--- config.mk ---
export PLATFORM = sky130hd
export DESIGN_NAME = aes_round_sched
export DESIGN_NICKNAME = d
export VERILOG_FILES = /design/src/rtl/aes_pkg.sv /design/src/rtl/aes_round_cnt.sv /design/src/rtl/aes_round_sched.sv
export SDC_FILE = /design/constraint.sdc
export NUM_CORES = 1
export LEC_CHECK = 0
export CAP_MARGIN = 5
export CELL_PAD_IN_SITES_DETAIL_PLACEMENT = 0
export CELL_PAD_IN_SITES_GLOBAL_PLACEMENT = 1
export CORE_AREA = 3 3 253 255
export DETAILED_ROUTE_END_ITERATION = 12
export DIE_AREA = 0 0 256 258
export GPL_ROUTABILITY_DRIVEN = 0
export PLACE_DENSITY = 0.62
export SLEW_MARGIN = 0
export SYNTH_ARGS = -nofsm -noshare
export SYNTH_HDL_FRONTEND = slang
export SYNTH_SLANG_ARGS = --single-unit
export TNS_END_PERCENT = 5
--- constraint.sdc ---
create_clock -name clk -period 1.9 [get_ports clk]
set_input_delay 0.38 -clock clk [delete_from_list [all_inputs] [get_ports clk]]
set_output_delay 0.38 -clock clk [all_outputs]
set_load 0.005 [all_outputs]
--- src/rtl/aes_pkg.sv ---
// Shared types and constants for the iterative AES round scheduler.
package aes_pkg;

  typedef enum logic [1:0] {
    IDLE  = 2'd0,
    KEY0  = 2'd1,
    ROUND = 2'd2,
    DONE  = 2'd3
  } aes_state_e;

  localparam int NR_128    = 10;
  localparam int NR_192    = 12;
  localparam int NR_256    = 14;
  localparam int AES_BLK_W = 128;

endpackage

--- src/rtl/aes_round_cnt.sv ---
// Loadable up/down round-key index counter with a final-round flag.
module aes_round_cnt
  import aes_pkg::*;
#(
  parameter int NR  = NR_128,
  parameter int KIW = 4
) (
  input  logic           clk,
  input  logic           rst_n,
  input  logic           load,
  input  logic [KIW-1:0] load_val,
  input  logic           up,
  input  logic           step,
  output logic [KIW-1:0] count,
  output logic           is_last
);

  always_ff @(posedge clk) begin
    if (!rst_n) begin
      count <= '0;
    end else if (load) begin
      count <= load_val;
    end else if (step) begin
      count <= up ? count + 1'b1 : count - 1'b1;
    end
  end

  // Encrypt walks keys 0..NR, decrypt walks NR..0.
  assign is_last = up ? (count == KIW'(NR)) : (count == '0);

endmodule

--- src/rtl/aes_round_sched.sv ---
// Iterative AES round scheduler: owns the state register, sequences the external
// round datapath and key store. Optional AES_SCHED_STALL_CNT_EN adds stallCnt.
//
//   state | meaning
//   IDLE  | ready for a new block
//   KEY0  | initial AddRoundKey, waiting for key 0 (enc) or NR (dec)
//   ROUND | one datapath round per accepted key
//   DONE  | result held on dataOut until outReady
module aes_round_sched
  import aes_pkg::*;
#(
  parameter int NR  = NR_128,
  parameter int KIW = 4
) (
  input  logic                 clk,
  input  logic                 rst_n,
  input  logic                 inValid,
  output logic                 inReady,
  input  logic [AES_BLK_W-1:0] dataIn,
  input  logic                 invIn,
  output logic                 keyReq,
  output logic [KIW-1:0]       keyRound,
  input  logic                 keyValid,
  input  logic [AES_BLK_W-1:0] roundKey,
  output logic [AES_BLK_W-1:0] rfIn,
  output logic                 rfInv,
  output logic                 rfLast,
  input  logic [AES_BLK_W-1:0] rfOut,
  output logic                 outValid,
  input  logic                 outReady,
  output logic [AES_BLK_W-1:0] dataOut
`ifdef AES_SCHED_STALL_CNT_EN
  ,
  output logic [15:0]          stallCnt
`endif
);

  aes_state_e           state;
  logic [AES_BLK_W-1:0] blk;
  logic                 inv;
  logic                 accept;
  logic                 cnt_step;
  logic                 cnt_last;
  logic [KIW-1:0]       cnt;
  logic [KIW-1:0]       cnt_init;

  assign accept   = (state == IDLE) && inValid;
  assign cnt_init = invIn ? KIW'(NR) : '0;
  assign cnt_step = keyValid && ((state == KEY0) || ((state == ROUND) && !cnt_last));

  aes_round_cnt #(
    .NR  (NR),
    .KIW (KIW)
  ) u_round_cnt (
    .clk      (clk),
    .rst_n    (rst_n),
    .load     (accept),
    .load_val (cnt_init),
    .up       (!inv),
    .step     (cnt_step),
    .count    (cnt),
    .is_last  (cnt_last)
  );

  always_ff @(posedge clk) begin
    if (!rst_n) begin
      state    <= IDLE;
      blk      <= '0;
      inv      <= 1'b0;
      inReady  <= 1'b1;
      keyReq   <= 1'b0;
      outValid <= 1'b0;
    end else begin
      case (state)
        IDLE: begin
          if (inValid) begin
            blk     <= dataIn;
            inv     <= invIn;
            inReady <= 1'b0;
            keyReq  <= 1'b1;
            state   <= KEY0;
          end
        end
        KEY0: begin
          if (keyValid) begin
            blk   <= blk ^ roundKey;
            state <= ROUND;
          end
        end
        ROUND: begin
          if (keyValid) begin
            blk <= rfOut ^ roundKey;
            if (cnt_last) begin
              keyReq   <= 1'b0;
              outValid <= 1'b1;
              state    <= DONE;
            end
          end
        end
        DONE: begin
          // inReady only comes back after this edge, so no same-cycle accept.
          if (outReady) begin
            outValid <= 1'b0;
            inReady  <= 1'b1;
            state    <= IDLE;
          end
        end
        default: state <= IDLE;
      endcase
    end
  end

  assign keyRound = cnt;
  assign rfIn     = blk;
  assign dataOut  = blk;
  assign rfInv    = inv;
  assign rfLast   = (state == ROUND) && cnt_last;

`ifdef AES_SCHED_STALL_CNT_EN
  always_ff @(posedge clk) begin
    if (!rst_n || accept) begin
      stallCnt <= '0;
    end else if (keyReq && !keyValid && (stallCnt != 16'hFFFF)) begin
      stallCnt <= stallCnt + 16'd1;
    end
  end
`endif

endmodule

---- After elaboration in Yosys (flattened, before gate mapping) ----
Cells that the tools add are included.
word-level totals
  register bits ........................... 138
  bits of input ports ..................... 390
  output and inout port bits .............. 265
cells by class
  $add $sub $neg .......................... 2
  eq/ne operators ......................... 9
  muxes and demuxes ....................... 26
  bitwise operators ....................... 2
  reductions and logical operators ........ 19
operator list
  operator                                                               number
  128-bit 2-to-1 mux                                                     3
  128-bit one-hot mux with 3 select lines                                1
  128-bit XOR                                                            2
  4-bit 2-to-1 mux                                                       4
  4-bit AND reduction                                                    3
  2-bit 2-to-1 mux                                                       5
  2-bit != test, second input constant                                   5
  1-bit 2-to-1 mux                                                       9
  2-bit one-hot mux with 4 select lines                                  1
  2-bit nonzero test                                                     4
  1-bit one-hot mux with 2 select lines                                  3
  5-bit AND reduction                                                    1
  4-bit by 1-bit adder with 4-bit output, second input constant          1
  2-bit equality test, second input constant                             2
  4-bit equality test, second input constant                             1
  1-bit logical AND                                                      4
  4-bit logical NOT                                                      1
  4-bit by 1-bit subtractor with 4-bit output, second input constant     1
  3-bit AND reduction                                                    1
  3-bit nonzero test                                                     1
  2-bit by 1-bit equality test with 1-bit output, second input constant  1
  2-bit logical NOT                                                      1
  2-bit AND reduction                                                    1
  1-bit logical NOT                                                      1
  1-bit logical OR                                                       1

---- Depth between registers and ports, before layout ----
Gate-level depths: netlist of the first run.
  depth in word-level cells ............... 8
  gate-level depth with buffers ........... 9
  depth with buffers taken out ............ 6

---- By module ----
A second synthesis of the first run with hierarchy kept.
unflattened totals
  cells, all modules ...................... 1057
  area, all modules ....................... 9636.7 µm²
by module, submodules not included
  module           times used  cells each  area an instance (µm²)  sequential area each (µm²)
  aes_round_sched  1           1020        9321.4                  2682.6
  aes_round_cnt    1           37          315.3                   80.1

---- Worst setup path after synthesis of the first run ----
OpenSTA, ideal clock, no wires.
  path type ............................... flip-flop to flip-flop
  start ................................... reg state[0]
  end ..................................... reg blk[0], in the netlist dataOut[0]
  library setup time ...................... 0.133 ns
  arrival time ............................ 1.708 ns
  slack ................................... 0.060 ns
  stages on the path, launching flop included .. 8
  cells stage by stage .................... dfxtp_1 > inv_1 > ha_1 > clkbuf_1 > buf_2 > buf_1 > mux2i_1 > a21oi_1
between the ends
  cells in the longest elaborated chain, start to end .. 3
  elaborated cells between the ends (all ways) .. 9
  those cells by class .................... eq/ne: 5; mux: 1; reduce/logical: 3
ends and longest elaborated chain
  item                                                                          line                   text
  from (decl)                                                                   aes_round_sched.sv:38  aes_state_e state;
  from (signal assigned)                                                        aes_round_sched.sv:67  state <= IDLE;
  from (signal assigned)                                                        aes_round_sched.sv:81  state <= KEY0;
  from (signal assigned)                                                        aes_round_sched.sv:87  state <= ROUND;
  2-bit by 1-bit equality test with 1-bit output, or another cell as far along  aes_round_sched.sv:74  case (state)
  2-bit != test (no line) or 3-bit nonzero test (tied branches)                 --
  4-bit AND reduction (no line)                                                 --
  to (signal assigned)                                                          aes_round_sched.sv:77  blk <= dataIn;
  to (signal assigned)                                                          aes_round_sched.sv:86  blk <= blk ^ roundKey;
  to (signal assigned)                                                          aes_round_sched.sv:92  blk <= rfOut ^ roundKey;
  to (decl)                                                                     aes_round_sched.sv:39  logic [AES_BLK_W-1:0] blk;
Several ways; a longest one is shown, not always the timed one.
A chain may end at the register's enable or synchronous reset.

---- Worst setup path after layout of the first run ----
  start ................................... reg inv, in the netlist rfInv
  end ..................................... out rfInv
RTL lines
  item                    line                   text
  from (decl)             aes_round_sched.sv:40  logic inv;
  from (signal assigned)  aes_round_sched.sv:78  inv <= invIn;
  to (decl)               aes_round_sched.sv:26  output logic rfInv,
No word-level cell between the ends.

==> results of run 1 <==
through the flow:
stage	hold slack, ns	util	cell area (sq um)	std cells	setup WS (ns)
after global routing	0.3044	0.2881	17810	2475	-0.01893
after detailed placement	0.5401	0.2698	16680	2419	-0.04767
after CTS	0.2816	0.2797	17290	2452	-0.09920
after global placement	0.5266	0.2698	16680	2419	-0.03069
after floorplan	0.4710	-	9523	1054	0.05982
final	0.3276	0.2881	17810	2475	0.05891
cell families (layout without fill, tap and decap cells):
family                   after synthesis  in the layout  synth area share
multiplexers                         258            258            0.2712
AND/OR/NAND/NOR                       27             27           0.01511
other                                  0              3                 0
flip-flops                           138            138            0.2901
adder cells (fa/ha/maj)                7              7          0.009985
buffers and inverters                209            790            0.1374
AO/OA/AOI/OAI                        286            286            0.1575
XOR/XNOR                             129            129            0.1186
per-layer routing:
layer,up-vias,share of wire,global-route usage
met5,-,0.00026,0
met4,2,0.023,0.04656
met3,49,0.064,0.03864
met2,456,0.52,0.2397
met1,4533,0.39,0.1402
li1,4728,-,-
final timing paths:
path,start,to
max,rfInv$_SDFFE_PN0P_,rfInv
min,rst_n,inReady$_SDFFE_PN1P_
max reg2reg,state[0]$_SDFFE_PN0P_,dataOut[98]$_SDFFE_PN0P_
min reg2reg,u_round_cnt.count[2]$_SDFFE_PN0P_,u_round_cnt.count[2]$_SDFFE_PN0P_
state kept, by name (all words and copies together), names as in the netlist:
register and cells:
u_round_cnt.count 4, outValid 1, dataOut 128, rfInv 1, inReady 1, state 2
keyReq 1
power breakdown:
part | leakage [nW] | switching (W) | internal [W]
registers | 1.16 | 0.00204 | 0.00449
logic | 4.86 | 0.00833 | 0.0123
clock network | 0.248 | 0.00140 | 0.00175
total | 6.27 | 0.0118 | 0.0186
cell usage after synthesis, types with 2 or more instances:
master / instances
sky130_fd_sc_hd__mux2i_1: 258
sky130_fd_sc_hd__a21oi_1: 141
sky130_fd_sc_hd__dfxtp_1: 138
sky130_fd_sc_hd__buf_4: 134
sky130_fd_sc_hd__o21ai_0: 134
sky130_fd_sc_hd__xnor2_1: 129
sky130_fd_sc_hd__clkbuf_1: 37
sky130_fd_sc_hd__buf_2: 17
sky130_fd_sc_hd__buf_1: 13
sky130_fd_sc_hd__nand2_1: 9
sky130_fd_sc_hd__inv_1: 8
sky130_fd_sc_hd__ha_1: 6
sky130_fd_sc_hd__nand3_1: 4
sky130_fd_sc_hd__nor2_1: 3
sky130_fd_sc_hd__and3_1: 2
sky130_fd_sc_hd__o211a_1: 2
final cells by class:
cell class	instances	area, sq um
Fill cell	6492	44010
Multi-Input combinational cell	707	5600
Tap cell	837	1047
Inverter	8	30.03
Antenna cell	3	7.507
Timing Repair Buffer	752	7781
Clock buffer	20	466.7
Sequential cell	138	2809
Clock inverter	10	72.57
timing repair:
item                                   CTS  global route
endpoints found under the hold margin    0             0
gates cloned                             0            11
setup endpoints to repair               47           129
buffers inserted                         3             9
resized for setup                       34            50
pin swaps                                1             8
worst reg2reg max path: stages, from the launching register on:
cell and delay, ns:
sky130_fd_sc_hd__dfxtp_2 0.32, sky130_fd_sc_hd__inv_2 0.07, sky130_fd_sc_hd__ha_4 0.19, sky130_fd_sc_hd__buf_12 0.16, sky130_fd_sc_hd__clkbuf_16 0.18, sky130_fd_sc_hd__buf_12 0.13, sky130_fd_sc_hd__mux2i_1 0.29, sky130_fd_sc_hd__xnor2_1 0.16
sky130_fd_sc_hd__mux2i_1 0.09, sky130_fd_sc_hd__a21oi_1 0.16
==> parameters.txt, run 1 <==
Parameter                              Value

STA
  Setup skew after layout    0.01029 ns
  Max-slew headroom at the worst pin    0.7371
  Setup repair after global routing missed its margin    yes
  Transition time at the pin with the least slew margin    just under 0.4 ns
  F_max    543.2 MHz
  Total Neg Setup Slack    0 ns
  Min Clock Period, post-route    1.841 ns
  Final-report setup violation count    0
  Max-slew violation count    0
  Post-route fraction of the period consumed by the critical path    0.9690
  Fin. Hold Viols    0

Routing
  Vias after detailed routing    9768
  Remaining design rule violation count    0
  Antenna violation net count after detailed routing    0
  Number of detailed-route iterations in the first pass    4
  Final Routed Wirelength    46.57 mm
  Average routed wire per standard cell    ~19 um
  Detailed Route Iter0 Violations    318
  Routed vias/inst    3.947

Setup path
  Cells along the critical path    buf_4 > clkdlybuf4s50_1
  Worst-path cell with the longest stage delay    sky130_fd_sc_hd__clkdlybuf4s50_1
  Register-to-register setup slack    0.06 ns
  Depth of the worst register-to-register path    9
  Required arrival time at the worst endpoint    ~1.5 ns
  Startpoint-to-endpoint class of the critical path    reg2out
  Kind of end point of the critical path    primary output
  Maximum cell stage delay along the critical path    0.50 ns
  Largest delay contributor family on the critical path    buffers and inverters
  Critical path buffer and inverter count    2
  Crit Path Max Fanout    5
  Number of logic stages on the critical path including buffering    2
  Critical path data arrival time    1.46 ns
  Crit start category    flop

Worst hold path
  Worst min-delay path class    in2reg
  Depth of the worst hold-timing path    2

Global routing
  First-pass GRT wire length    64.78 mm
  Via count of the first global-routing pass    between 10000 and 15000
  GRT overflow    0
  Overall fraction of global-route tracks in use    0.1298
  Initial antenna violation count    8
  Maximum number of pins on one net before global-route repair    72

Floorplanning
  Starting utilization of the core area    0.1540
  Die height    258 um
  Die area    between 60000 and 70000 sq um
  Core area    61830 sq um
  Number of core rows    91
  I/O pin total    ~660
  Die outline width    256 um

Synth
  Share of synthesized flip-flops with an asynchronous set or reset    0
  Dominant synthesized flop cell    sky130_fd_sc_hd__dfxtp_1
  Distinct cell type count after synthesis    35
  Number of synthesized register bits    138
  Yosys warnings    0
  Fraction of the yosys area taken by sequential cells    0.2901
  Number of enable flip-flop cells after synthesis    0
  Yosys top cell area share    0.2901
  Yosys top cell by area    sky130_fd_sc_hd__dfxtp_1
  Average size of a mapped cell    9.035 sq um
  Area of the mapped netlist    9523 sq um
  Syn_nets    1451
  Area contributors post-synth    sky130_fd_sc_hd__dfxtp_1 29%, sky130_fd_sc_hd__mux2i_1 27%, sky130_fd_sc_hd__xnor2_1 12%, sky130_fd_sc_hd__buf_4 11%, sky130_fd_sc_hd__a21oi_1 7.4%
  Mapped Cells    ~1100

Placed design
  IO buf count    roughly 650
  Detail Placement HPWL    35.93 mm

Clocking
  CTS Root Buffer Type    sky130_fd_sc_hd__clkbuf_16
  Number of clock sinks seen by CTS    roughly 140
  Number of levels in the clock H-tree    4
  Maximum buffer depth of the clock tree    2
  Number of buffers inserted by hold repair at cts    0
  Clock tree from TritonCTS    done
  Number of buffers created by CTS    17
  Clock-pin slew on the worst setup and hold paths    about 0.060 ns
  Clock insertion delay at the later pin of the skew report    0.46 ns

Final layout
  Fraction of layout instances using a drive strength above 1    0.1180
  Area overhead of the layout relative to synthesis    87.07%
  Nets    2021
  Most frequent standard cell in the layout excluding fill and tap cells    sky130_fd_sc_hd__clkdlybuf4s50_1
  Commonest cells after routing, fill and taps aside    646 x sky130_fd_sc_hd__clkdlybuf4s50_1, 242 x sky130_fd_sc_hd__mux2i_1, 141 x sky130_fd_sc_hd__a21oi_1

Job
  Max-cap check violation count    0

Pwr
  Final total power    0.03033 W
  Maximum ir drop on the vdd rail    0.7038 mV
  Leakage Power    6.266 nW
  Power density of the placed cells    1703 nW/um^2

Run status
  Run status    complete, no violations
Power figures use the tool's default switching activity.
==> run 2, diff against run 1 <==
CORE_AREA = 2 2 252 254   (was 3 3 253 255)
DIE_AREA = 0 0 254 256   (was 0 0 256 258)
==> run 2 against run 1 <==
Against the previous run: final cell count rose by 0.61%; fmax fell by 1.1%; wire length rose by 2.4%; sequential power fell by 0.9%; clock skew fell by 0.0014 ns; sequential share of layout area fell by 0.085 points; critical endpoint is now dataOut[16]$_SDFFE_PN0P_; largest cell class unchanged.
==> parameters.txt, run 2 (synthesized netlist as in run 1, its figures left out) <==
Parameter                              Value

Run status
  Run status    complete, no violations (unchanged)

Final layout
  Most frequent standard cell in the layout excluding fill and tap cells    sky130_fd_sc_hd__clkdlybuf4s50_1 (unchanged)
  Core Util, Final    0.2872 (was 0.2881)
  Commonest cells after routing, fill and taps aside    645 x sky130_fd_sc_hd__clkdlybuf4s50_1, 247 x sky130_fd_sc_hd__mux2i_1, 137 x sky130_fd_sc_hd__a21oi_1 (was 646 x sky130_fd_sc_hd__clkdlybuf4s50_1, 242 x sky130_fd_sc_hd__mux2i_1, 141 x sky130_fd_sc_hd__a21oi_1)
  FF/Latch Area    2810 sq um (was 2809 sq um)
  Nets    2021 (unchanged)
  Combined area of the multi-input logic cells    5579 sq um (was 5600 sq um)
  Largest register FFs    128 (unchanged)
  Fill cell instance count of the final layout    6703 (was 6492)
  Fraction of layout instances using a drive strength above 1    0.1142 (was 0.1180)
  Area overhead of the layout relative to synthesis    88.18% (was 87.07%)

Placed design
  Placement-stage worst setup slack    -0.07713 ns (was -0.04767 ns)
  IO buf count    654 (unchanged)
  Detail Placement HPWL    35.36 mm (was 35.93 mm)

Clocking
  Number of clock sinks seen by CTS    138 (unchanged)
  Clock insertion delay at the later pin of the skew report    0.47 ns (was 0.46 ns)
  Number of buffers inserted by hold repair at cts    0 (unchanged)
  CTS Root Buffer Type    sky130_fd_sc_hd__clkbuf_16 (unchanged)
  Maximum buffer depth of the clock tree    2 (unchanged)
  Number of levels in the clock H-tree    4 (unchanged)
  Clock tree from TritonCTS    done (unchanged)
  Number of buffers created by CTS    17 (unchanged)
  Clock-pin slew on the worst setup and hold paths    0.07 ns (was 0.06 ns)

Global routing
  Initial antenna violation count    10 (was 8)
  Maximum number of pins on one net before global-route repair    71 (was 72)
  GR met3 Demand/Resource    0.04780 (was 0.03864)
  GRT overflow    0 (unchanged)
  Met1 layer usage reported by global route    0.1352 (was 0.1402)
  First-pass GRT wire length    63.35 mm (was 64.78 mm)
  Overall fraction of global-route tracks in use    0.1315 (was 0.1298)
  Global routing's busiest layer    met2 (unchanged)
  Via count of the first global-routing pass    9897 (was 10150)
  Fraction of met2 tracks used by global routing    0.2377 (was 0.2397)

Floorplanning
  Number of core rows    92 (was 91)
  I/O pin total    655 (unchanged)
  Starting utilization of the core area    0.1526 (was 0.1540)
  Die area    65020 sq um (was 66050 sq um)
  Die outline width    254 um (was 256 um)
  Die height    256 um (was 258 um)
  Core area    62390 sq um (was 61830 sq um)

Routing
  Routed vias/inst    3.951 (was 3.947)
  Remaining design rule violation count    0 (unchanged)
  Antenna violation net count after detailed routing    0 (unchanged)
  Final Routed Wirelength    47.70 mm (was 46.57 mm)
  Detailed Route Iter0 Violations    356 (was 318)
  Vias after detailed routing    9838 (was 9768)
  Average routed wire per standard cell    19.16 um (was 18.82 um)
  Number of detailed-route iterations in the first pass    5 (was 4)

Setup path
  Critical register-to-register path startpoint    state[0]$_SDFFE_PN0P_ (unchanged)
  Worst-path cell with the longest stage delay    sky130_fd_sc_hd__dfxtp_4 (was sky130_fd_sc_hd__clkdlybuf4s50_1)
  Register-to-register setup slack    0.04 ns (was 0.06 ns)
  Critical path data arrival time    2.25 ns (was 1.46 ns)
  Kind of end point of the critical path    flop (was primary output)
  Startpoint-to-endpoint class of the critical path    reg2reg (was reg2out)
  Cells along the critical path    inv_4 > ha_4 > buf_12 > buf_16 > buf_16 > mux2i_1 > xnor2_1 > mux2i_1 > a21oi_1 (was buf_4 > clkdlybuf4s50_1)
  Crit Path Max Fanout    9 (was 5)
  Required arrival time at the worst endpoint    2.29 ns (was 1.52 ns)
  Maximum cell stage delay along the critical path    0.36 ns (was 0.50 ns)
  Crit start category    flop (unchanged)
  Launching element of the worst setup path    state[0]$_SDFFE_PN0P_ (was rfInv$_SDFFE_PN0P_)

STA
  Max-slew violation count    0 (unchanged)
  Min Clock Period, post-route    1.861 ns (was 1.841 ns)
  F_max    537.3 MHz (was 543.2 MHz)
  Final-report setup violation count    0 (unchanged)
  Final critical-path setup slack    0.03875 ns (was 0.05891 ns)
  Setup skew after layout    0.008847 ns (was 0.01029 ns)
  Setup repair after global routing missed its margin    yes (unchanged)
  Fin. Hold Viols    0 (unchanged)
  Max-slew headroom at the worst pin    0.7283 (was 0.7371)
  Post-route fraction of the period consumed by the critical path    0.9796 (was 0.9690)
  Transition time at the pin with the least slew margin    0.4075 ns (was 0.3915 ns)

Pwr
  Maximum ir drop on the vdd rail    0.7309 mV (was 0.7038 mV)
  Leakage Power    6.313 nW (was 6.266 nW)
  Power density of the placed cells    1738 nW/um^2 (was 1703 nW/um^2)

Job
  Max-cap check violation count    0 (unchanged)

Worst hold path
  Critical hold path startpoint    rst_n (unchanged)
  Worst min-delay path class    in2reg (unchanged)
run 2: path summary, 6_finish.rpt:
path | endpoint | depth (start not counted)
max | dataOut[16]$_SDFFE_PN0P_ | 9
min | inReady$_SDFFE_PN1P_ | 2
max reg2reg | dataOut[16]$_SDFFE_PN0P_ | 9
min reg2reg | state[1]$_SDFFE_PN0P_ | 2
run 2: where the power goes:
group,internal [W],switching [W],leakage (nW),total (W)
sequential,0.00448,0.00198,1.16,0.00646
combinational,0.0124,0.00849,4.85,0.0209
clock,0.00228,0.00150,0.308,0.00379
total,0.0192,0.0120,6.31,0.0311
run 2: cell type report:
| type | count | share of cell area |
|---|---|---|
| well taps | 846 | 0.05907 |
| clock buffers | 20 | 0.02549 |
| multi-input cells | 707 | 0.3113 |
| inverters | 8 | 0.001815 |
| repair buffers | 752 | 0.4340 |
| diodes | 7 | 0.0009775 |
| clock inverters | 12 | 0.01047 |
| flip-flops and latches | 138 | 0.1568 |
run 2: worst max-delay path: cells and delay by family, from the launching register on:
kind | cells | cell delay (ns)
mux | 2 | 0.39
fa+ha+maj | 1 | 0.14
flops | 1 | 0.36
compound gates | 1 | 0.15
xor+xnor | 1 | 0.15
buf+inv | 4 | 0.56
run 2: through the flow:
step / instance area (sq um) / power, W / TNS, ns / hold WS (ns) / std cells
final: 17920 / 0.03114 / 0 / 0.3316 / 2490
after global routing: 17910 / 0.03332 / -0.5012 / 0.3285 / 2486
after CTS: 17310 / 0.02969 / -0.5547 / 0.2852 / 2457
after detailed placement: 16580 / 0.02550 / -2.764 / 0.5221 / 2421
after global placement: 16580 / 0.02540 / -1.341 / 0.5184 / 2421
after floorplan: 9523 / 0.01689 / 0 / 0.4710 / 1054
run 2: layer usage:
layer  routed length [um]  vias to the layer above
li1                     -                     4741
met1                18250                     4602
met2                24450                      444
met3                 3830                       45
met4                 1133                        6
met5                   37                        -
run 2: what timing repair did:
action,4_1_cts,5_1_grt
pin swaps,2,9
endpoints found under the hold margin,0,0
gates cloned,0,14
gates resized for setup,39,48
setup endpoints to repair,62,137
buffers inserted,4,12
==> run 3, diff against run 2 <==
PLACE_DENSITY = 0.6   (was 0.62)
SYNTH_HIERARCHICAL = 1   (was not set)
clock period = 2.09 ns   (was 1.9 ns; I/O delays follow)
==> run 3 against run 2 <==
Against the previous run: the run now ends with setup timing left; via count shrank 4.7%; non-clock buffer count shrank 36; synthesized cell count up 0.28%; flip-flop and latch count stayed put; global-route usage down 1.2 points; sequential power shrank 11%; first-iteration DRC count shrank 23%; clock skew down 0.0012 ns; final cell count decreased by 1.6%; wire length decreased by 17%; worst hold slack worse by 0.040 ns; critical path depth is 5 lower.
==> parameters.txt, run 3 <==
Parameter                              Value

Run status
  Run status    finished, violations left (was complete, no violations)
  Violated checks    setup timing

Floorplanning
  Die height    256 um (unchanged)
  Die outline width    254 um (unchanged)
  I/O pin total    655 (unchanged)
  Core area    62390 sq um (unchanged)
  Die area    65020 sq um (unchanged)
  Starting utilization of the core area    0.1545 (was 0.1526)
  Number of core rows    92 (unchanged)

Global routing
  GRT overflow    0 (unchanged)
  Overall fraction of global-route tracks in use    0.1193 (was 0.1315)
  Maximum number of pins on one net before global-route repair    74 (was 71)
  First-pass GRT wire length    58.97 mm (was 63.35 mm)
  Via count of the first global-routing pass    9912 (was 9897)
  Initial antenna violation count    2 (was 10)

Job
  Max-cap check violation count    0 (unchanged)

Synth
  Share of synthesized flip-flops with an asynchronous set or reset    0 (unchanged)
  Yosys warnings    6 (was 0)
  Yosys top cell by area    sky130_fd_sc_hd__dfxtp_1 (unchanged)
  Complex-gate fraction of the synthesized area    0.1472 (was 0.1575)
  Area contributors post-synth    sky130_fd_sc_hd__dfxtp_1 29%, sky130_fd_sc_hd__mux2i_1 27%, sky130_fd_sc_hd__xnor2_1 12%, sky130_fd_sc_hd__buf_4 11%, sky130_fd_sc_hd__a21oi_1 6.9% (was sky130_fd_sc_hd__dfxtp_1 29%, sky130_fd_sc_hd__mux2i_1 27%, sky130_fd_sc_hd__xnor2_1 12%, sky130_fd_sc_hd__buf_4 11%, sky130_fd_sc_hd__a21oi_1 7.4%)
  Fraction of the yosys area taken by sequential cells    0.2867 (was 0.2901)
  Simple-gate portion of the synthesized area    0.01610 (was 0.01511)
  Largest family of logic cells by synthesized area    multiplexers (unchanged)
  Multiplexer share of the synthesized area    0.2690 (was 0.2712)
  Post-Synth Adder-Cell Area    0.01246 (was 0.009986)
  List of most frequent post-synthesis cells    259 x sky130_fd_sc_hd__mux2i_1, 138 x sky130_fd_sc_hd__dfxtp_1, 135 x sky130_fd_sc_hd__buf_4 (was 258 x sky130_fd_sc_hd__mux2i_1, 141 x sky130_fd_sc_hd__a21oi_1, 138 x sky130_fd_sc_hd__dfxtp_1)
  Yosys top cell area share    0.2867 (was 0.2901)
  Area of the mapped netlist    9637 sq um (was 9523 sq um)
  Distinct cell type count after synthesis    35 (unchanged)
  Most instantiated library cell after synthesis    sky130_fd_sc_hd__mux2i_1 (unchanged)
  Dominant synthesized flop cell    sky130_fd_sc_hd__dfxtp_1 (unchanged)
  Number of enable flip-flop cells after synthesis    0 (unchanged)
  XOR/XNOR Fraction of Synth Area    0.1191 (was 0.1186)
  Number of synthesized register bits    138 (unchanged)
  Mapped Cells    1057 (was 1054)
  Average size of a mapped cell    9.117 sq um (was 9.035 sq um)

STA
  Final critical-path setup slack    -0.01326 ns (was 0.03875 ns)
  Final-report setup violation count    1 (was 0)
  F_max    475.5 MHz
  Post-route fraction of the period consumed by the critical path    1.006
  Setup skew after layout    0.007693 ns (was 0.008847 ns)
  Total Neg Setup Slack    -0.01326 ns (was 0 ns)
  Setup repair after global routing missed its margin    yes (unchanged)
  Min Clock Period, post-route    2.103 ns
  Fin. Hold Viols    0 (unchanged)
  Max-slew violation count    0 (unchanged)

Worst hold path
  Worst min-delay path class    in2reg (unchanged)

Routing
  Average routed wire per standard cell    16.19 um (was 19.16 um)
  Vias after detailed routing    9378 (was 9838)
  Detailed Route Iter0 Violations    274 (was 356)
  Antenna violation net count after detailed routing    0 (unchanged)
  Number of detailed-route iterations in the first pass    6 (was 5)
  Remaining design rule violation count    0 (unchanged)
  Final Routed Wirelength    39.65 mm (was 47.70 mm)
  Routed vias/inst    3.829 (was 3.951)

Setup path
  Crit Path Max Fanout    2 (was 9)
  Cells along the critical path    or3_4 > a211oi_4 > and2_1 > buf_2 (was inv_4 > ha_4 > buf_12 > buf_16 > buf_16 > mux2i_1 > xnor2_1 > mux2i_1 > a21oi_1)
  Worst-path cell with the longest stage delay    sky130_fd_sc_hd__or3_4 (was sky130_fd_sc_hd__dfxtp_4)
  Maximum cell stage delay along the critical path    0.39 ns (was 0.36 ns)
  Critical path buffer and inverter count    1 (was 4)
  Largest delay contributor family on the critical path    simple AND/OR/NAND/NOR gates (was buffers and inverters)
  Critical path data arrival time    1.69 ns (was 2.25 ns)
  Register-to-register setup slack    0.13 ns (was 0.04 ns)
  Kind of end point of the critical path    primary output (was flop)
  Startpoint-to-endpoint class of the critical path    reg2out (was reg2reg)
  Required arrival time at the worst endpoint    1.67 ns (was 2.29 ns)
  Crit start category    flop (unchanged)

Final layout
  Final cell count without fillers    2449 (was 2490)
  Fraction of layout instances using a drive strength above 1    0.06929 (was 0.1142)
  Most frequent standard cell in the layout excluding fill and tap cells    sky130_fd_sc_hd__clkdlybuf4s50_1 (unchanged)
  Commonest cells after routing, fill and taps aside    652 x sky130_fd_sc_hd__clkdlybuf4s50_1, 259 x sky130_fd_sc_hd__mux2i_1, 133 x sky130_fd_sc_hd__a21oi_1, 133 x sky130_fd_sc_hd__dfxtp_1, 132 x sky130_fd_sc_hd__o21ai_0 (was 645 x sky130_fd_sc_hd__clkdlybuf4s50_1, 247 x sky130_fd_sc_hd__mux2i_1, 137 x sky130_fd_sc_hd__a21oi_1)
  Post-route standard cell area excluding fillers    17200 sq um (was 17920 sq um)
  Area overhead of the layout relative to synthesis    78.49% (was 88.18%)
  Nets    1988 (was 2021)
  Largest register FFs    128 (unchanged)

Clocking
  Clock insertion delay at the later pin of the skew report    0.46 ns (was 0.47 ns)
  Maximum buffer depth of the clock tree    2 (unchanged)
  Clock-pin slew on the worst setup and hold paths    0.06 ns (was 0.07 ns)
  Number of clock sinks seen by CTS    138 (unchanged)
  Clock tree from TritonCTS    done (unchanged)
  Number of buffers inserted by hold repair at cts    0 (unchanged)
  Number of levels in the clock H-tree    4 (unchanged)
  CTS Root Buffer Type    sky130_fd_sc_hd__clkbuf_16 (unchanged)
  Number of buffers created by CTS    17 (unchanged)

Pwr
  Leakage Power    5.989 nW (was 6.313 nW)
  Power density of the placed cells    1527 nW/um^2 (was 1738 nW/um^2)
  Maximum ir drop on the vdd rail    0.5476 mV (was 0.7309 mV)
  Final total power    0.02627 W (was 0.03114 W)

Placed design
  Placement-stage worst setup slack    -0.02020 ns (was -0.07713 ns)
  Post-DP Area    16530 sq um (was 16580 sq um)
  Inst Count DP    2415 (was 2421)
  IO buf count    654 (unchanged)
  Detail Placement HPWL    31.34 mm (was 35.36 mm)
[run 3: worst paths after layout]
path,start,endpoint,depth (start not counted)
worst min-delay path,rst_n,dataOut[87]$_SDFFE_PN0P_,3
worst min register to register,outValid$_SDFFE_PN0P_,outValid$_SDFFE_PN0P_,2
worst max register to register,u_round_cnt/count[1]$_SDFFE_PN0P_,u_round_cnt/count[1]$_SDFFE_PN0P_,9
worst max-delay path,u_round_cnt/count[1]$_SDFFE_PN0P_,rfLast,4
[run 3: cells by family (layout without fill, tap and decap cells)]
| logic type | count (synthesis) | after routing |
|---|---|---|
| other | 1 | 3 |
| xor gates and xnor gates | 131 | 131 |
| buffers and inverters | 214 | 758 |
| muxes | 259 | 259 |
| AOI/OAI and AO/OA | 276 | 276 |
| DFF | 138 | 138 |
| adders and majority gates | 9 | 9 |
| and+or+nand+nor | 29 | 29 |
[run 3: layout make-up]
type,count,area [sq um]
sequential,138,2769
fill,6698,45190
clock buffer,24,501.7
timing repair buffer,716,7212
clock inverter,8,107.6
antenna,1,2.502
inverter,10,37.54
multi-input combinational,706,5512
tap,846,1059
[run 3: layer usage]
layer  up-vias  GRT usage  share of wire
met3        40    0.03732          0.086
met4         2    0.04771          0.023
met1      4255     0.1247           0.38
met2       432     0.2192           0.52
li1       4649          -              -
met5         -          0        0.00033
[run 3: per-stage QoR]
stage	hold slack [ns]	utilization
2_1_floorplan	0.4574	-
3_3_place_gp	0.4698	0.2650
3_5_place_dp	0.4826	0.2650
4_1_cts	0.2374	0.2749
5_1_grt	0.2803	0.2757
6_report	0.2920	0.2757
[run 3: tightest hold or removal path, cell delays in order]
cell and delay, ns:
sky130_fd_sc_hd__buf_4 0.16, sky130_fd_sc_hd__o21ai_0 0.08, sky130_fd_sc_hd__a21oi_1 0.04
[run 3: power by group]
| part | switching, W | internal, W |
|---|---|---|
| Sequential | 0.00170 | 0.00403 |
| Combinational | 0.00700 | 0.0103 |
| Clock | 0.00130 | 0.00192 |
[run 3: timing repair]
item                                    in CTS  in global routing
endpoints found under the setup margin       6                 55
resized for setup                            8                 11
setup buffers                                1                  0
pin swaps                                    3                  3
